--- config.mk ---
export PLATFORM = sky130hd
export DESIGN_NAME = rally_controller
export DESIGN_NICKNAME = d
export VERILOG_FILES = /design/src/rtl/rally_controller.sv
export SDC_FILE = /design/constraint.sdc
export NUM_CORES = 1
export LEC_CHECK = 0
export ABC_AREA = 1
export BUFFER_PORTS_ARGS = -buffer_cell sky130_fd_sc_hd__buf_2
export CAP_MARGIN = 5
export CELL_PAD_IN_SITES_DETAIL_PLACEMENT = 1
export CELL_PAD_IN_SITES_GLOBAL_PLACEMENT = 1
export CORE_ASPECT_RATIO = 2
export CORE_MARGIN = 8
export CORE_UTILIZATION = 39
export CTS_CLUSTER_SIZE = 24
export DETAILED_ROUTE_END_ITERATION = 16
export PLACE_DENSITY = 0.9
export SLEW_MARGIN = 20
export SYNTH_ARGS = -nofsm -noshare
export SYNTH_HDL_FRONTEND = slang
export SYNTH_SLANG_ARGS = --single-unit
--- constraint.sdc ---
create_clock -name clock -period 2.1 [get_ports clock]
set_input_delay 0.21 -clock clock [delete_from_list [all_inputs] [get_ports clock]]
set_output_delay 0.21 -clock clock [all_outputs]
set_load 0.05 [all_outputs]
--- src/rtl/rally_controller.sv ---
// rtl/rally_controller.sv - match sequencer: serve/hit arbitration, miss detection, scoring
// Sits between the board buttons and the ball block; every output is registered.
module rally_controller #(
   parameter int WIN_SCORE    = 11,
   parameter int HIT_WINDOW   = 3,
   parameter int MISS_CYCLES  = 16,
   parameter int POINT_CYCLES = 32
) (
   input  logic        clock,
   input  logic        reset,
   input  logic        start,
   input  logic        left_btn,
   input  logic        right_btn,
   input  logic [15:0] light,
   input  logic [1:0]  direction,
   output logic [1:0]  serve,
   output logic        leftdirection,
   output logic        rightdirection,
   output logic [3:0]  score_left,
   output logic [3:0]  score_right,
   output logic [7:0]  rally_count,
   output logic        game_over,
   output logic [1:0]  winner,
   output logic [2:0]  state
);

   localparam logic [2:0] S_IDLE      = 3'd0;
   localparam logic [2:0] S_WAIT      = 3'd1;
   localparam logic [2:0] S_SERVE     = 3'd2;
   localparam logic [2:0] S_RALLY     = 3'd3;
   localparam logic [2:0] S_POINT     = 3'd4;
   localparam logic [2:0] S_GAME_OVER = 3'd5;

   localparam int MW = $clog2(MISS_CYCLES + 1);
   localparam int PW = $clog2(POINT_CYCLES + 1);
   localparam logic [MW-1:0] MISS_MAX = MW'(MISS_CYCLES);
   localparam logic [PW-1:0] PT_LAST  = PW'(POINT_CYCLES - 1);
   localparam logic [3:0]    WIN      = 4'(WIN_SCORE);
   localparam logic [1:0]    DIR_L    = 2'b01;
   localparam logic [1:0]    DIR_R    = 2'b10;

   logic          start_q, left_q, right_q;
   logic          start_edge, left_edge, right_edge;
   logic          server_q, server_d;
   logic          lock_l, lock_r, lock_l_d, lock_r_d;
   logic [MW-1:0] miss_q, miss_d, miss_inc;
   logic [PW-1:0] pt_q, pt_d;
   logic [2:0]    state_d;
   logic [1:0]    serve_d, winner_d;
   logic          ld_d, rd_d, go_d;
   logic [3:0]    sl_d, sr_d;
   logic [7:0]    rc_d;
   logic          left_hit, right_hit, hit, left_miss, miss_cond, miss_fire, win_reached, serve_ok;

   assign start_edge = start & ~start_q;
   assign left_edge  = left_btn & ~left_q;
   assign right_edge = right_btn & ~right_q;

   assign left_hit  = left_edge  && (direction == DIR_L) && (|light[15 -: HIT_WINDOW]) && !lock_l;
   assign right_hit = right_edge && (direction == DIR_R) && (|light[HIT_WINDOW-1:0]) && !lock_r;
   assign hit       = left_hit || right_hit;

   assign left_miss = light[15] && (direction == DIR_L);
   assign miss_cond = left_miss || (light[0] && (direction == DIR_R));
   assign miss_inc  = miss_q + MW'(1);
   // A hit landing on the final miss cycle takes priority over the lost point.
   assign miss_fire = (state == S_RALLY) && miss_cond && !hit && (miss_inc == MISS_MAX);

   assign win_reached = (score_left == WIN) || (score_right == WIN);
   assign serve_ok    = server_q ? right_edge : left_edge;

   always_ff @(posedge clock) begin
      if (!reset) begin
         state          <= S_IDLE;
         start_q        <= 1'b0;
         left_q         <= 1'b0;
         right_q        <= 1'b0;
         server_q       <= 1'b0;
         lock_l         <= 1'b0;
         lock_r         <= 1'b0;
         miss_q         <= '0;
         pt_q           <= '0;
         serve          <= 2'b00;
         leftdirection  <= 1'b0;
         rightdirection <= 1'b0;
         score_left     <= 4'd0;
         score_right    <= 4'd0;
         rally_count    <= 8'd0;
         game_over      <= 1'b0;
         winner         <= 2'b00;
      end else begin
         state          <= state_d;
         start_q        <= start;
         left_q         <= left_btn;
         right_q        <= right_btn;
         server_q       <= server_d;
         lock_l         <= lock_l_d;
         lock_r         <= lock_r_d;
         miss_q         <= miss_d;
         pt_q           <= pt_d;
         serve          <= serve_d;
         leftdirection  <= ld_d;
         rightdirection <= rd_d;
         score_left     <= sl_d;
         score_right    <= sr_d;
         rally_count    <= rc_d;
         game_over      <= go_d;
         winner         <= winner_d;
      end
   end

   always_comb begin
      state_d = state;
      case (state)
         S_IDLE:      if (start_edge) state_d = S_WAIT;
         S_WAIT:      if (serve_ok) state_d = S_SERVE;
         S_SERVE:     state_d = S_RALLY;
         S_RALLY:     if (miss_fire) state_d = S_POINT;
         S_POINT:     if (pt_q == PT_LAST) state_d = win_reached ? S_GAME_OVER : S_WAIT;
         S_GAME_OVER: if (start_edge) state_d = S_WAIT;
         default:     state_d = S_IDLE;
      endcase
   end

   always_comb begin
      serve_d  = 2'b00;
      ld_d     = 1'b0;
      rd_d     = 1'b0;
      sl_d     = score_left;
      sr_d     = score_right;
      rc_d     = rally_count;
      go_d     = game_over;
      winner_d = winner;
      server_d = server_q;
      miss_d   = miss_q;
      pt_d     = pt_q;
      lock_l_d = lock_l && (direction == DIR_L);
      lock_r_d = lock_r && (direction == DIR_R);
      case (state)
         S_IDLE: begin
            if (start_edge) begin
               sl_d     = 4'd0;
               sr_d     = 4'd0;
               rc_d     = 8'd0;
               server_d = 1'b0;
            end
         end
         S_WAIT: begin
            if (serve_ok) serve_d = server_q ? 2'b10 : 2'b01;
         end
         S_SERVE: begin
            rc_d     = 8'd0;
            miss_d   = '0;
            lock_l_d = 1'b0;
            lock_r_d = 1'b0;
         end
         S_RALLY: begin
            if (hit) begin
               ld_d     = left_hit;
               rd_d     = right_hit;
               lock_l_d = lock_l_d || left_hit;
               lock_r_d = lock_r_d || right_hit;
               rc_d     = (rally_count == 8'hFF) ? rally_count : rally_count + 8'd1;
               miss_d   = '0;
            end else if (miss_fire) begin
               miss_d = '0;
               pt_d   = '0;
               if (left_miss) begin
                  sr_d     = (score_right < WIN) ? score_right + 4'd1 : score_right;
                  server_d = 1'b1;
               end else begin
                  sl_d     = (score_left < WIN) ? score_left + 4'd1 : score_left;
                  server_d = 1'b0;
               end
            end else if (miss_cond) begin
               miss_d = miss_inc;
            end else begin
               miss_d = '0;
            end
         end
         S_POINT: begin
            if (pt_q == PT_LAST) begin
               pt_d = '0;
               if (win_reached) begin
                  go_d     = 1'b1;
                  winner_d = (score_left == WIN) ? 2'b01 : 2'b10;
               end
            end else begin
               pt_d = pt_q + PW'(1);
            end
         end
         S_GAME_OVER: begin
            if (start_edge) begin
               sl_d     = 4'd0;
               sr_d     = 4'd0;
               go_d     = 1'b0;
               winner_d = 2'b00;
               server_d = 1'b0;
            end
         end
         default: ;
      endcase
   end

endmodule

==> results.ini <==
[logic_synthesis]
synth_common_cells = nand2_1, inv_1, dfxtp_1
synth_cell_types = 37
post-synth-top-area-cell = dfxtp_1
netlist_area_um2 = 2500
synth-async-reset-ratio_pct = 0
synth_top_flop_cell = dfxtp_1
synth.area.top_cells = dfxtp_1, nand2_1, inv_1
synth-seq-cells = 43
synth_edf_count = 0
synthCells = 370
synth_top_area_share_pct = 34.4
synthMostInstantiatedCell = nand2_1
syn_avg_cell_area_um2 = 6.76
syn-num-nets = 399
synth_warnings = 0
synth-seq-area-share_pct = 34.4

[clock_network]
max-clock-path-buffers = 2
cts_tree = done
cts_htree_levels = 2
cts_resized = 0
clock_sinks = 43
cts_buffers = 5
cts_root_buffer = clkbuf_16
clk_pin_slew_worst_paths_ns = 0.06
postCtsSetupBuffers = 0
clkLatencyLatePin_ns = 0.29
ctsHoldBuffers = 0

[power_and_ir_drop]
p_comb_share_pct = 42.0
sequentialPowerShare_pct = 29.5
p_int_uw = 2000
leakage_uw = 0.00140
vdd_drop_max_uv = 836
p_switching_uw = 1540
swShare_pct = 43.5
p_per_area_nw_per_um2 = 1180
clock_power_share_pct = 28.5

[critical_path]
path_class = reg -> reg
cp-end-kind = flop
cp_data_arrival_time_ns = 2.19
critPathSlowestCell = dfxtp_1
cp_max_fo = 6
endpoint = score_right[1]
r2r_setup_slack_ns = 0.15
r2r_cells = 12
regToRegEndpoint = score_right[1]
critPathLaunchType = flop
r2r_start = miss_q[0]
crit_chain = ha_1 > inv_1 > nand2_1 > nand3_1 > nor2_2 > nand2_2 > o21bai_4 > buf_4 > nand3_4 > nand2_1 > inv_1 > nor2_1
crit_required_ns = 2.33
crit_start = miss_q[0]
critPathMaxStageDelay_ns = 0.44

[grt]
grt_max_degree = 22
antenna_found_initial = 0
track_usage_pct = 17.2
grt.overflow.total = 0
grt_pass1_wl_mm = 12.8
grt_pass1_vias = 2886

[floorplanning]
die-area_um2 = 9390
fp.dieH_um = 129
die_w_um = 72.6
core_area_um2 = 6260
std_cell_rows = 41
num_io_pins = 49
initial_utilization_pct = 40.0

[timing]
worstMarginPinSlew_ns = 0.772
rsz0062_at_grt = no
timing.fmax_mhz = 512
setup_viol = 0
slew_headroom_pct = 48.5
slew_viol_final = 0
finalCritPeriodShare_pct = 93.0
fin_setup_tns_ns = 0
skew_ns = 0.00539
period_minus_slack_ns = 1.95
report.final.hold_viol_count = 0

[placed_design]
port_buffers = 38
place.detailed.hpwl_mm = 5.88
routabilityCongestion = 0.828

[finish]
area_growth_pct = 20.1
drive_gt1_share_pct = 22.1
finalNetCount = 445
post-route-util_pct = 48.0
diodes = 0

[routing]
via_per_inst = 5.08
vias = 2557
wl_per_cell_um = 15.1
drc = 0
antenna_left = 0
routed_wl_mm = 7.58
drtIter0Drc = 70
first_pass_iters = 4

[min_path]
hp-class = in -> reg
holdCritStartpoint = right_btn

[outcome]
status = completed

[run]
drv_cap = 0

==> state kept, by name, summed over array words and instances (netlist names), 2 cells and up <==
| name | flops |
|---|---|
| miss_q | 5 |
| pt_q | 6 |
| rally_count | 8 |
| score_left | 4 |
| score_right | 4 |
| serve | 2 |
| state | 3 |
| winner | 2 |
==> worst max-delay path, delay by kind of cell, from the launching register on <==
kind	cells	cell delay [ns]
adders and majority gates	1	0.27
and+or+nand+nor	7	0.68
buffers and inverters	3	0.27
AOI/OAI and AO/OA	1	0.23
DFF	1	0.44
==> power by group through the flow <==
stage	clock (uW)	combinational (uW)	sequential, uW
floorplan	0	867	1320
global placement	0	1420	1060
detailed placement	0	1470	1060
CTS	1030	1490	1050
global route	1050	1660	1060
finish	1010	1490	1040
==> routing by layer <==
layer | vias to the layer above | track usage [%] | part of all wire [%]
li1 | 1265 | - | -
met1 | 1213 | 14.3 | 34
met2 | 48 | 34.7 | 59
met3 | 31 | 3.17 | 2.6
met4 | 0 | 10.8 | 4.7
met5 | - | 0 | 0
==> placed cells by master (no fill, tap or decap), types with 2 or more instances in the layout <==
cell type   n
nor3_1      5
a21oi_1    23
inv_1      48
o21ai_0     4
o21ai_4     2
nor2_1     41
buf_2      38
clkbuf_16   5
nand2_2     4
inv_2      11
buf_4       8
nand2_1    99
or2_2       2
ha_1        6
nor2_4      3
xor2_1      4
nand4_1    17
o21ai_1     2
nand3_2     4
bufinv_16   2
nor2_2      3
o31ai_1     4
nand2_4     2
nand3_1    21
dfxtp_1    43
a21oi_2     3
==> layout make-up <==
cell class | instances | area, um2
clock inverters | 2 | 60.1
fillers | 859 | 3260
repair buffers | 46 | 250
flip-flops and latches | 43 | 861
clock buffers | 6 | 129
well taps | 86 | 108
multi-input cells | 260 | 1370
inverters | 60 | 230
==> logic make-up (layout without fill, tap and decap cells) <==
group	count (synthesis)	after routing	share of synthesized area, %
simple gates	206	206	38.5
buf+inv	67	114	11.0
compound gates	43	43	11.4
flops	43	43	34.4
fa+ha+maj	6	6	3.00
xor+xnor	5	5	1.75
==> metrics by stage <==
step	setup WS, ns	std cells	total power (uW)	hold WS, ns	cell area [um2]
after floorplan	0.285	370	2180	0.303	2500
after global placement	0.187	491	2480	0.404	2780
after detailed placement	0.0471	491	2540	0.415	2780
after CTS	0.0152	499	3570	0.111	2970
after global routing	0.00648	503	3780	0.134	3000
final	0.146	503	3540	0.116	3000
==> worst min path at each step <==
stage              end  slack [ns]  cells past startpoint
4_1_cts        right_q        0.11                      3
2_1_floorplan   left_q        0.30                      2
5_1_grt        right_q        0.13                      3
6_report       right_q        0.12                      3
3_5_place_dp   right_q        0.41                      3
3_3_place_gp   right_q        0.40                      3
Power figures use the tool's default switching activity.
